### src/rtl/gemm_pkg.sv
// Shared types and constants for the 4x4 GEMM tile sequencer.
// Build option GEMM_SEQ_SAT_EN is consumed by gemm_mac.
package gemm_pkg;

    localparam int DW     = 32;
    localparam int N      = 4;
    localparam int B_BASE = 16;
    localparam int SRC_AW = 5;
    localparam int DST_AW = 4;

    typedef enum logic [1:0] {
        IDLE  = 2'd0,
        FETCH = 2'd1,
        WRITE = 2'd2,
        DONE  = 2'd3
    } state_t;

    typedef logic signed [DW-1:0] word_t;

endpackage

### src/rtl/gemm_seq_if.sv
// Source-read and destination-write buses of the GEMM sequencer.
// master = sequencer side, slave = buffer side.
interface gemm_seq_if;
    import gemm_pkg::*;

    logic              exec;
    logic [SRC_AW-1:0] ia;
    word_t             d;
    logic              outr;
    logic [DST_AW-1:0] oa;
    word_t             result;

    modport master (
        output exec, ia, outr, oa, result,
        input  d
    );

    modport slave (
        input  exec, ia, outr, oa, result,
        output d
    );

endinterface

### src/rtl/gemm_mac.sv
// Operand latch, signed 32x32 multiplier and accumulator.
// GEMM_SEQ_SAT_EN selects saturating instead of wrapping accumulation.
module gemm_mac
    import gemm_pkg::*;
(
    input  logic  clk,
    input  logic  rst_n,
    input  logic  clr,
    input  logic  ld_a,
    input  logic  acc_en,
    input  word_t d,
    output word_t acc
);

    word_t                   r_a;
    word_t                   r_acc;
    logic signed [2*DW-1:0]  w_prod;
    word_t                   w_nxt;

    assign w_prod = 64'(r_a) * 64'(d);

`ifdef GEMM_SEQ_SAT_EN
    localparam logic signed [2*DW+1:0] SAT_MAX = 66'sh7FFF_FFFF;
    localparam logic signed [2*DW+1:0] SAT_MIN = -66'sh8000_0000;

    logic signed [2*DW+1:0] w_sum;

    assign w_sum = 66'(r_acc) + 66'(w_prod);

    always_comb begin
        w_nxt = word_t'(w_sum[DW-1:0]);
        if (w_sum > SAT_MAX)
            w_nxt = word_t'(SAT_MAX[DW-1:0]);
        else if (w_sum < SAT_MIN)
            w_nxt = word_t'(SAT_MIN[DW-1:0]);
    end
`else
    assign w_nxt = r_acc + word_t'(w_prod[DW-1:0]);
`endif

    // d is only sampled under ld_a/acc_en, so X elsewhere never lands in state
    always_ff @(posedge clk or negedge rst_n) begin
        if (!rst_n) begin
            r_a   <= '0;
            r_acc <= '0;
        end else begin
            if (ld_a)
                r_a <= d;
            if (clr)
                r_acc <= '0;
            else if (acc_en)
                r_acc <= w_nxt;
        end
    end

    assign acc = r_acc;

endmodule

### src/rtl/gemm_seq.sv
// 4x4 GEMM tile sequencer: fetches A/B from the source buffer, writes C.
// Accumulation mode set by GEMM_SEQ_SAT_EN (see gemm_mac).
module gemm_seq
    import gemm_pkg::*;
(
    input  logic       clk,
    input  logic       rst_n,
    input  logic       start,
    output logic       busy,
    output logic       done,
    gemm_seq_if.master bus
);

    state_t            r_state;
    logic [1:0]        r_i;
    logic [1:0]        r_j;
    logic [3:0]        r_phase;
    logic [SRC_AW-1:0] r_ia;
    logic [DST_AW-1:0] r_oa;
    word_t             r_result;

    logic              w_fetch;
    logic              w_write;
    logic              w_exec;
    logic              w_odd;
    logic              w_last;
    logic [1:0]        w_k;
    logic [SRC_AW-1:0] w_ia;
    logic              w_clr;
    logic              w_ld_a;
    logic              w_acc_en;
    word_t             w_acc;

    assign w_fetch = (r_state == FETCH);
    assign w_write = (r_state == WRITE);
    assign w_odd   = r_phase[0];
    assign w_k     = r_phase[2:1];
    assign w_exec  = w_fetch && !r_phase[3];
    assign w_last  = (r_i == 2'd3) && (r_j == 2'd3);

    assign w_ia = w_odd ? SRC_AW'(B_BASE) + {1'b0, w_k, r_j}
                        : {1'b0, r_i, w_k};

    // even phases 2..8 see B on d, with A already in r_a
    assign w_clr    = !w_fetch;
    assign w_ld_a   = w_fetch && w_odd;
    assign w_acc_en = w_fetch && !w_odd && (r_phase != 4'd0);

    gemm_mac u_mac (
        .clk    (clk),
        .rst_n  (rst_n),
        .clr    (w_clr),
        .ld_a   (w_ld_a),
        .acc_en (w_acc_en),
        .d      (bus.d),
        .acc    (w_acc)
    );

    assign busy       = w_fetch || w_write;
    assign done       = (r_state == DONE);
    assign bus.exec   = w_exec;
    assign bus.ia     = w_exec ? w_ia : r_ia;
    assign bus.outr   = w_write;
    assign bus.oa     = w_write ? {r_i, r_j} : r_oa;
    assign bus.result = w_write ? w_acc : r_result;

    always_ff @(posedge clk or negedge rst_n) begin
        if (!rst_n) begin
            r_state  <= IDLE;
            r_i      <= '0;
            r_j      <= '0;
            r_phase  <= '0;
            r_ia     <= '0;
            r_oa     <= '0;
            r_result <= '0;
        end else begin
            if (w_exec)
                r_ia <= w_ia;
            unique case (r_state)
                IDLE: begin
                    if (start) begin
                        r_state <= FETCH;
                        r_i     <= '0;
                        r_j     <= '0;
                        r_phase <= '0;
                    end
                end
                FETCH: begin
                    if (r_phase == 4'd8) begin
                        r_phase <= '0;
                        r_state <= WRITE;
                    end else begin
                        r_phase <= r_phase + 4'd1;
                    end
                end
                WRITE: begin
                    r_oa     <= {r_i, r_j};
                    r_result <= w_acc;
                    r_j      <= r_j + 2'd1;
                    if (r_j == 2'd3)
                        r_i <= r_i + 2'd1;
                    r_state  <= w_last ? DONE : FETCH;
                end
                DONE: r_state <= IDLE;
                default: r_state <= IDLE;
            endcase
        end
    end

endmodule

### src/flat_wrapper.sv
// flat-port wrapper written by rule: the top's interface ports become plain ports
module gemm_seq_flat import gemm_pkg::*;
  (clk, rst_n, start, busy, done, bus_exec, bus_ia, bus_outr, bus_oa, bus_result, bus_d);
  gemm_seq_if bus_i ();
  input  logic clk;
  input  logic rst_n;
  input  logic start;
  output logic busy;
  output logic done;
  output wire logic [$bits(bus_i.exec)-1:0] bus_exec;
  output wire logic [$bits(bus_i.ia)-1:0] bus_ia;
  output wire logic [$bits(bus_i.outr)-1:0] bus_outr;
  output wire logic [$bits(bus_i.oa)-1:0] bus_oa;
  output wire logic [$bits(bus_i.result)-1:0] bus_result;
  input wire logic [$bits(bus_i.d)-1:0] bus_d;
  assign bus_exec = bus_i.exec;
  assign bus_ia = bus_i.ia;
  assign bus_outr = bus_i.outr;
  assign bus_oa = bus_i.oa;
  assign bus_result = bus_i.result;
  assign bus_i.d = bus_d;
  gemm_seq u_core (.clk(clk), .rst_n(rst_n), .start(start), .busy(busy), .done(done), .bus(bus_i));
endmodule
### config.mk
export PLATFORM = sky130hd
export DESIGN_NAME = gemm_seq_flat
export DESIGN_NICKNAME = d
export VERILOG_FILES = /design/src/rtl/gemm_pkg.sv /design/src/rtl/gemm_seq_if.sv /design/src/rtl/gemm_mac.sv /design/src/rtl/gemm_seq.sv /design/src/flat_wrapper.sv
export SDC_FILE = /design/constraint.sdc
export NUM_CORES = 1
export LEC_CHECK = 0
export ABC_AREA = 1
export ABC_CLOCK_PERIOD_IN_PS = 6900
export CAP_MARGIN = 20
export CORE_MARGIN = 2
export CORE_UTILIZATION = 35
export DETAILED_ROUTE_END_ITERATION = 10
export GPL_TIMING_DRIVEN = 0
export HOLD_SLACK_MARGIN = 0.12
export PLACE_DENSITY = 0.56
export SKIP_CTS_REPAIR_TIMING = 1
export SLEW_MARGIN = 15
export SYNTH_ARGS = -nofsm -noshare
export SYNTH_HDL_FRONTEND = slang
export SYNTH_SLANG_ARGS = --single-unit
### constraint.sdc
create_clock -name clk -period 6.9 [get_ports clk]
set_input_delay 1.035 -clock clk [delete_from_list [all_inputs] [get_ports clk]]
set_output_delay 1.035 -clock clk [all_outputs]
set_load 0.01 [all_outputs]
### After elaboration in Yosys (flattened, before gate mapping)

Index checks and enable logic that the tools add are counted.

| word-level totals | value |
|---|---|
| memories | 0 |
| bits in latches | 0 |
| RAM bits | 0 |
| bits of input ports | 35 |
| flip-flop bits (word level) | 115 |
| ROM bits | 0 |
| output and inout port bits | 45 |
| word-level logic and storage cells | 58 |

| cells by class | value |
|---|---|
| equal/unequal tests | 10 |
| div/mod/pow operators | 0 |
| reductions and logical operators | 16 |
| bitwise operators | 0 |
| shift-type cells | 0 |
| multipliers | 1 |
| order comparisons | 0 |
| multiplexer cells | 17 |
| add/sub/neg operators | 5 |

Operators by type and width:

| kind | count |
|---|---|
| 2-to-1 mux 32 bit | 3 |
| adder 32 bit | 1 |
| multiplier 32 x 32 -> 32 bit | 1 |
| 2-to-1 mux 4 bit | 3 |
| 2-to-1 mux 2 bit | 5 |
| 2-to-1 mux 5 bit | 2 |
| equality test 2 bit (second input constant) | 4 |
| inequality test 2 bit (second input constant) | 4 |
| case mux 2 bit (2 select lines) | 2 |
| case mux 2 bit (4 select lines) | 1 |
| case mux 4 bit (2 select lines) | 1 |
| AND reduction 2 bit | 3 |
| adder 5 x 4 -> 5 bit (first input constant) | 1 |
| logical AND 1 bit | 5 |
| adder 2 x 1 -> 2 bit (second input constant) | 2 |
| adder 4 x 1 -> 4 bit (second input constant) | 1 |
| equality test 4 bit (second input constant) | 1 |
| nonzero test 2 bit | 2 |
| nonzero test 4 bit | 1 |
| AND reduction 3 bit | 1 |
| equality test 2 x 1 -> 1 bit (second input constant) | 1 |
| logical NOT 1 bit | 2 |
| logical NOT 2 bit | 1 |
| logical OR 1 bit | 1 |

### Logic depth before layout (Yosys ltp)

Gate-level depths: netlist of run 1.

| depth | value |
|---|---|
| depth in word-level cells | 5 |
| depth in mapped cells | 36 |
| mapped depth without buffers | 34 |

### Hierarchy

A second synthesis of run 1 with hierarchy kept.

| second synthesis, totals | value |
|---|---|
| cell total of the unflattened synthesis | 2997 |
| area, all modules | 23123.4 um^2 |

By module, submodules not included:

| module | cells an instance | seq. area each (um^2) | area each (um^2) | instances |
|---|---|---|---|---|
| gemm_mac | 2733 | 1601.5 | 20872.5 | 1 |
| gemm_seq | 264 | 1276.2 | 2250.9 | 1 |

### Worst setup path after synthesis of run 1

OpenSTA, ideal clock, no wires.

| timing | value |
|---|---|
| kind | input to register |
| from | input bus_d[3] |
| to | register u_core.u_mac.r_acc[28] (netlist: u_core.u_mac.acc[28]) |
| cell stages on the path | 27 |
| data arrival time | 6997 ps |
| setup slack | -228 ps |
| buffers on the path | 2 |
| library setup time | 130 ps |
| data required time | 6770 ps |
| cells stage by stage | clkbuf_1 -> clkbuf_1 -> nand2_1 -> inv_1 -> fa_1 -> fa_1 -> inv_1 -> fa_1 -> fa_1 -> inv_1 -> fa_1 -> fa_1 -> fa_1 -> inv_1 -> fa_1 -> inv_1 -> ha_1 -> nand2_1 -> nor2_1 -> inv_1 -> nor3_1 -> nand4_1 -> nand3_1 -> a21o_1 -> a21oi_1 -> o21ai_0 -> o21ai_0 |

| on the way | value |
|---|---|
| longest elaborated chain between the ends | 4 |

RTL lines:

| item | RTL line | text |
|---|---|---|
| from (decl) | flat_wrapper.sv:15 | `input wire logic [$bits(bus_i.d)-1:0] bus_d;` |
| multiplier 32 x 32 -> 32 bit | gemm_mac.sv:20 | `assign w_prod = 64'(r_a) * 64'(d);` |
| adder 32 bit | gemm_mac.sv:38 | `assign w_nxt = r_acc + word_t'(w_prod[DW-1:0]);` |
| 2-to-1 mux 32 bit | gemm_mac.sv:51 | `else if (acc_en)` |
| 2-to-1 mux 32 bit | gemm_mac.sv:49 | `if (clr)` |
| to (signal assigned) | gemm_mac.sv:52 | `r_acc <= w_nxt;` |
| to (decl) | gemm_mac.sv:16 | `word_t r_acc;` |

No other way between the ends. The select of a mux whose other input is x is not followed.
A chain may end at the register's enable or synchronous reset.

### Final worst setup path of run 1

| timing | value |
|---|---|
| from | input bus_d[4] |
| to | register u_core.u_mac.r_acc[28] (netlist: u_core.u_mac.acc[28]) |

The elaborated chain is that of the path after synthesis.

==> results of run 1 <==
[layout make-up]
class | instances | area, µm² | share of cell area
buffer | 119 | 1074 | 0.04032
clock buffer | 17 | 425.4 | 0.01598
clock inverter | 15 | 181.4 | 0.006815
inverter | 944 | 3543 | 0.1331
multi-input combinational | 1712 | 16210 | 0.6089
sequential | 115 | 2887 | 0.1084
tap | 855 | 1070 | 0.04018
timing repair buffer | 126 | 1232 | 0.04629
[critical path: stages]
cell	delay [ps]
buf_8	100
buf_8	130
buf_12	140
nand2_4	50
inv_2	40
fa_1	510
inv_2	40
fa_1	470
fa_1	520
fa_1	520
inv_2	50
fa_1	540
fa_1	440
fa_1	550
inv_1	50
fa_1	580
inv_2	70
ha_4	310
nand2_4	80
nor2_4	100
inv_2	60
nor3_4	240
nand4_1	220
nand3_2	150
a21o_1	150
a21oi_2	50
o21ai_1	150
o21ai_1	100
[flip-flops by register name (all words and copies together), names as in the netlist]
register and flops:
u_core.r_phase 4, u_core.r_result 32, u_core.r_oa 4, u_core.r_j 2, u_core.r_ia 5, u_core.r_i 2
u_core.u_mac.r_a 32, u_core.r_state 2, u_core.u_mac.acc 32
[metrics by stage]
| stage | utilization | instance area (µm²) | setup slack, ps | hold WS, ps | TNS (ps) |
|---|---|---|---|---|---|
| after CTS | 0.3919 | 25170 | -1549 | 478.3 | -20470 |
| final | 0.4145 | 26620 | -254.5 | 477.2 | -631.2 |
| after detailed placement | 0.3824 | 24560 | -1985 | 461.2 | -30000 |
| after global placement | 0.3813 | 24490 | -1992 | 456.3 | -52770 |
| after floorplan | - | 22740 | -6.177 | 453.4 | -6.177 |
| after global routing | 0.4145 | 26620 | -393.2 | 516.2 | -2364 |
[routing by layer]
metal  vias up  GRT usage
met3       114    0.03521
met1      8956     0.3015
met5         -          0
met2       623     0.3585
li1       8416          -
met4         0    0.07274
[cell usage in the layout, fill, tap and decap left out, types with 34 or more instances in the layout]
cell type	count
a21oi_1	41
buf_4	63
clkdlybuf4s50_1	49
dfrtp_1	110
fa_1	428
ha_1	140
inv_1	919
nand2_1	754
nand3_1	40
nor2_1	34
o21ai_0	87
[how the worst min path moves through the flow]
| stage | start | end | slack [ps] | cells past startpoint |
|---|---|---|---|---|
| floorplan | u_core.u_mac.r_a[31]$_DFFE_PN0P_ | u_core.u_mac.r_a[31]$_DFFE_PN0P_ | 450 | 2 |
| CTS | u_core.r_result[31]$_DFF_PN0_ | u_core.r_result[31]$_DFF_PN0_ | 480 | 2 |
| global placement | u_core.r_result[31]$_DFF_PN0_ | u_core.r_result[31]$_DFF_PN0_ | 460 | 2 |
| finish | u_core.r_result[31]$_DFF_PN0_ | u_core.r_result[31]$_DFF_PN0_ | 480 | 2 |
| detailed placement | u_core.r_result[31]$_DFF_PN0_ | u_core.r_result[31]$_DFF_PN0_ | 460 | 2 |
| global route | u_core.r_result[31]$_DFF_PN0_ | u_core.r_result[31]$_DFF_PN0_ | 520 | 2 |
[kinds of logic (layout without fill, tap and decap cells)]
| group | count (synthesis) | after routing |
|---|---|---|
| compound gates | 184 | 184 |
| buf+inv | 1067 | 1221 |
| flops | 115 | 115 |
| mux | 30 | 30 |
| fa+ha+maj | 597 | 597 |
| xor+xnor | 21 | 21 |
| simple gates | 880 | 880 |
==> metrics.txt, run 1 <==
CP Launch Point bus_d[4]; Starting Density 0.3524; outcome complete, but fails checks; clk sinks about 120; R2R depth 26; clk buf depth 2; Worst R2R Start u_core.u_mac.r_a[19]$_DFFE_PN0P_; crit path capture u_core.u_mac.acc[28]$_DFFE_PN0P_; Avg Cell Area, Syn between 7 and 8 µm²; Detailed Place HPWL 58.52 mm; drt total wl ~73 mm; Slew headroom 0.2626; DRT met1 WL 31.73 mm; vias in the first global route 18.22k; all-layer global routing usage 0.2207; die area ~67,000 µm²; chip width 258.3 µm; Port Buf Inserts 68; setup violators final 5; core area 64,230 µm²; critical path type input port to flop; Min-Delay Path Class flop to flop; detailed router's first-iteration violation count 1,303; clock slew at reported path FFs ~60 ps; DRT antenna net count 0; sequential element share of the synthesized area 0.1271; Non-Filler Instances 3,903; diode count 0; commonest cells in the netlist 934 x inv_1, 767 x nand2_1, 438 x fa_1, 159 x ha_1, 115 x dfrtp_1; R2R Path End u_core.u_mac.acc[28]$_DFFE_PN0P_; post-DR vias/cell about 4.6; post-route minimum period a little over 7000 ps; FFs w/ async S/R, synth 1.000; Post-Syn Area 22,630 µm²; Skew-Pair Late Insertion Delay 460 ps; Synth Area in Compound Gates 0.04384; fin nets 3,667; Worst Path Arrival roughly 7500 ps; vias 18.11k; XOR/XNOR Fraction of Synth Area 0.008126; CP endpoint kind flop; main area contributors after synthesis fa_1 39%, inv_1 15%, nand2_1 13%; mux share of post-synthesis cell area 0.01493; synth unique cells 41; I/O Pins 80; Cells after DPL 3,821; Final WS setup -254.5 ps; RSZ-0062 raised after global routing true; CP Launch Type input port; worst-margin pin slew 1106 ps; Post-synth EDFFs 0; grt total ovfl 0; layout cell share with drive strength beyond 1 0.1135; failing checks negative setup slack; area share of the largest cell type after synthesis 0.3874; Remaining DRCs 0; met2 WL approximately 34 mm; CTS buffer count 17; # rows 93; Fin Clk Skew between 20 and 25 ps; FF-to-FF setup slack -160 ps; die height about 260 µm; Critical Path Fanout Max 8; Synth Warn # 0; largest net degree at the start of global routing 65; Synth Flop Type dfrtp_1; Final Hold Fails 0; first-pass GRT wire length 109.9 mm; fmax 0.1398 GHz; cell count after synthesis about 2.9k; main combinational cell family by area after synthesis adder cells; wire length on met3 4.954 mm; gp weighted congestion 0.9198; H-tree Lvls 4; flops & latches, synth 115; Slew Viols, Final 0; drt pass-1 iters 6; Post-Synth Adder-Cell Area 0.4753; Root Buffer clkbuf_16; Mapped Nets 3,526; Synth Area in Simple Gates 0.1516; most common cell in the synthesized netlist inv_1; worst endpoint required time 7210 ps; period utilisation layout 1.037; fillers 6,558; CTS tree yes; maxcap violations 0; top sig layer met4; initial antenna violation count 0; dominant cell type by area after synthesis fa_1; WL/cell between 15 and 20 µm; Area Overhead vs Synth 17.63%
Power of run 1 is left out: the tool's default activity adds up to more than one toggle a clock period on the data nets, which glitch-free logic cannot reach.
==> run 2, diff against run 1 <==
PLACE_DENSITY = 0.5   (was 0.56)
==> run 2 against run 1 <==
The run still ends with negative setup slack left. Hold slack better by 16 ps. Cell count is 0.20% higher. Critical path depth stayed put. Register-to-register slack better by 80 ps. Design area is 1.2% higher. Critical path type unchanged. Critical endpoint is now u_core.u_mac.acc[31]$_DFFE_PN0P_. Largest cell class unchanged.
==> metrics.txt, run 2 (same netlist as run 1, synthesis figures left out) <==
outcome complete, but fails checks; failing checks negative setup slack; die height roughly 260 µm; Detailed Place HPWL 63.10 mm; clk sinks about 120; DRT antenna net count 0; Fin Clk Skew 14.28 ps; critical path type input port to flop; clock slew at reported path FFs 60 ps; Starting Density 0.3524; CP Launch Type input port; Port Buf Inserts 68; Slew Viols, Final 0; worst endpoint required time 7300 ps; CP endpoint kind flop; commonest non-fill, non-tap cell in the layout inv_1; post-DR vias/cell 4.710; CTS tree yes; Worst path slowest cell fa_2; fmax ~0.14 GHz; Non-Filler Instances 3,911; grt total ovfl 0; post-route minimum period 7004 ps; layout cell share with drive strength beyond 1 0.1319; gp weighted congestion 0.8973; period utilisation layout 1.015; Root Buffer clkbuf_16; Final WS setup -104.1 ps; Final Hold Fails 0; Cells after DPL 3,822; Crit path buffers/inverters 10; Crit. path cell count 28; Remaining DRCs 0; initial antenna violation count 1; Crit path max-delay family adder cells; most frequent cells in the layout 898 x inv_1, 745 x nand2_1, 413 x fa_1; clk buf depth 2; vias 18.42k; RSZ-0062 raised after global routing true; Slew headroom 0.1938; Worst Path Arrival 7400 ps; I/O Pins 80; all-layer global routing usage 0.2385; # rows 93; Min-Delay Path Class flop to flop; first-pass GRT wire length approximately 120 mm; detailed router's first-iteration violation count ~1.3k; Skew-Pair Late Insertion Delay 460 ps; setup violators final 3; H-tree Lvls 4; drt total wl around 78 mm; worst-margin pin slew 1209 ps; CTS buffer count 17; core area 64,230 µm²; chip width approximately 260 µm; Critical Path Fanout Max 6; fillers 6,515; maxcap violations 0; CP peak stage delay 650 ps; R2R depth 24; largest net degree at the start of global routing 69; fin nets between 3k and 4k; WL/cell 19.90 µm; Area Overhead vs Synth 19.06%; vias in the first global route 19.04k; drt pass-1 iters 7; hold path depth 2; die area 66,720 µm²
## run 2: cell types whose count changed in the layout (fill, tap and decap cells not counted), sizes merged, moves of 2 or more
cell and change:
buf +12, bufinv -2, clkbuf -2, clkinv -2
dlymetal6s2s -2, inv +2
## run 2: worst register-to-register path, delay by kind of cell, from the launching register on
kind / cells / cell delay [ps]
adder cells (fa/ha/maj): 9 / 4380
buffers and inverters: 6 / 810
AND/OR/NAND/NOR: 7 / 740
flip-flops: 1 / 610
AO/OA/AOI/OAI: 2 / 390
## run 2: cell type report
| class | count | area (µm²) | area share |
|---|---|---|---|
| clock inverters | 14 | 132.6 | 0.004922 |
| inverters | 944 | 3546 | 0.1316 |
| flip-flops and latches | 115 | 2892 | 0.1073 |
| well taps | 855 | 1070 | 0.03970 |
| multi-input cells | 1712 | 16290 | 0.6045 |
| plain buffers | 119 | 1216 | 0.04513 |
| clock buffers | 18 | 439.2 | 0.01630 |
| diodes | 1 | 2.502 | 0.00009287 |
| repair buffers | 133 | 1359 | 0.05043 |
## run 2: path summary, 6_finish.rpt
path | slack, ps | to | start
worst min-delay path | 490 | u_core.r_result[8]$_DFF_PN0_ | u_core.r_result[8]$_DFF_PN0_
worst max-delay path | -100 | u_core.u_mac.acc[31]$_DFFE_PN0P_ | bus_d[19]
max in group asynchronous | 5520 | u_core.u_mac.acc[12]$_DFFE_PN0P_ | rst_n
min in group asynchronous | 630 | u_core.u_mac.r_a[31]$_DFFE_PN0P_ | rst_n
worst min register to register | 490 | u_core.r_result[8]$_DFF_PN0_ | u_core.r_result[8]$_DFF_PN0_
worst max register to register | -80 | u_core.u_mac.acc[31]$_DFFE_PN0P_ | u_core.u_mac.r_a[4]$_DFFE_PN0P_
## run 2: routing by layer
layer / up-vias / track usage / share of wire
met5: - / 0 / 0.00014
met4: 2 / 0.09168 / 0.036
met3: 107 / 0.03149 / 0.067
met2: 569 / 0.3801 / 0.46
met1: 9295 / 0.3310 / 0.44
li1: 8449 / - / -
## run 2: through the flow
stage	TNS [ps]	utilization	cell area, µm²	hold WS [ps]	setup WS, ps
floorplan	-6.177	-	22740	453.4	-6.177
global placement	-63900	0.3813	24490	462.3	-1829
detailed placement	-30340	0.3827	24580	486.4	-1837
CTS	-20390	0.3916	25150	502.7	-1422
global route	-1472	0.4195	26940	524.8	-222.8
finish	-120.8	0.4195	26950	493.7	-104.1
Power of run 2 is left out for the same reason.
==> run 3, diff against run 2 <==
SKIP_LAST_GASP = 1   (was not set)
==> run 3 against run 2 <==
The run still ends with negative setup slack left. Cell count unchanged. Maximum frequency hardly changed. Hold slack hardly changed. Clock skew hardly changed. Critical endpoint unchanged. Global-route usage stayed put. Sequential share of layout area about the same. Sequential cell count did not move. Critical path type unchanged. Non-clock buffer count unchanged. Via count up 0.11%.
==> metrics.txt, run 3 (same netlist as run 1, synthesis figures left out) <==
outcome complete, but fails checks; failing checks negative setup slack; critical path type input port to flop; Worst Path Arrival 7400 ps; fin util 0.4193; clk buf depth 2; Min-Delay Path Class flop to flop; detailed router's first-iteration violation count 1,282; core area 64,230 µm²; Port Buf Inserts 68; CP Launch Type input port; die area 66,720 µm²; Detailed Place HPWL 63.10 mm; fin nets 3,674; fmax approximately 0.14 GHz; clock slew at reported path FFs 60 ps; most frequent cells in the layout 899 x inv_1, 745 x nand2_1, 413 x fa_1; Remaining DRCs 0; clk sinks 115; Slew Viols, Final 0; post-route minimum period 7005 ps; chip width 258.3 µm; layout cell share with drive strength beyond 1 0.1316; CP endpoint kind flop; Critical Path Fanout Max 6; Skew-Pair Late Insertion Delay 460 ps; drt pass-1 iters 7; all-layer global routing usage 0.2385; setup violators final 3; largest net degree at the start of global routing 69; period utilisation layout 1.015; FF-to-FF setup slack -80 ps; Starting Density 0.3524; CTS buffer count 17; I/O Pins 80; TNS Setup -131.4 ps; grt total ovfl 0; first-pass GRT wire length 117.4 mm; worst-margin pin slew 1204 ps; gp weighted congestion 0.8973; Slew headroom 0.1975; vias in the first global route 19.04k; H-tree Lvls 4; maxcap violations 0; Area Overhead vs Synth 19.00%; RSZ-0062 raised after global routing true; die height 258.3 µm; commonest non-fill, non-tap cell in the layout inv_1; Root Buffer clkbuf_16; initial antenna violation count 1; # rows 93; Final Hold Fails 0; vias 18.44k; DRT antenna net count 0; post-DR vias/cell 4.716; WL/cell 19.90 µm; drt total wl 77.84 mm; CTS tree yes; Fin Clk Skew 14.36 ps; Final WS setup -104.7 ps; worst endpoint required time 7290 ps
run 3: critical path, stage by stage:
cell,delay (ps)
buf_12,100
buf_8,110
nand2_2,50
fa_2,650
inv_2,50
fa_1,540
inv_2,50
fa_1,490
inv_2,40
fa_1,540
inv_2,40
fa_2,480
fa_1,550
inv_1,50
fa_1,550
inv_2,50
fa_1,540
inv_2,60
ha_4,270
nand2_2,60
nor2_1,50
a211oi_2,250
o311ai_1,140
nor2_1,290
inv_1,100
nand3_2,100
nand3_2,80
nand2_1,80
run 3: layout make-up:
cell class	count	area, µm²
Clock inverter	14	132.6
Antenna cell	1	2.502
Tap cell	855	1070
Inverter	944	3546
Multi-Input combinational cell	1712	16290
Sequential cell	115	2892
Clock buffer	18	439.2
Buffer	119	1206
Fill cell	6516	37300
Timing Repair Buffer	133	1355
run 3: metrics by stage:
step                      area [µm²]  instances  setup slack (ps)  hold slack, ps
after global routing           26930       3910            -235.5           524.8
after CTS                      25150       3854             -1422           502.7
final                          26930       3911            -104.7           493.5
after floorplan                22740       2894            -6.177           453.4
after detailed placement       24580       3822             -1837           486.4
after global placement         24490       3817             -1829           462.3
run 3: worst paths after layout:
check,from,endpoint,depth (start not counted)
worst max-delay path,bus_d[19],u_core.u_mac.acc[31]$_DFFE_PN0P_,28
worst min-delay path,u_core.r_result[8]$_DFF_PN0_,u_core.r_result[8]$_DFF_PN0_,2
worst max register to register,u_core.u_mac.r_a[4]$_DFFE_PN0P_,u_core.u_mac.acc[31]$_DFFE_PN0P_,24
worst min register to register,u_core.r_result[8]$_DFF_PN0_,u_core.r_result[8]$_DFF_PN0_,2
max in group asynchronous,rst_n,u_core.u_mac.acc[12]$_DFFE_PN0P_,2
min in group asynchronous,rst_n,u_core.u_mac.r_a[31]$_DFFE_PN0P_,1
run 3: metal layers:
metal | routed length, µm | vias to the layer above | share of wire | track usage
li1 | - | 8447 | - | -
met3 | 5187 | 109 | 0.067 | 0.03149
met1 | 33930 | 9303 | 0.44 | 0.3310
met4 | 2835 | 2 | 0.036 | 0.09168
met5 | 11 | - | 0.00014 | 0
met2 | 35870 | 582 | 0.46 | 0.3801
Power of run 3 is left out for the same reason.
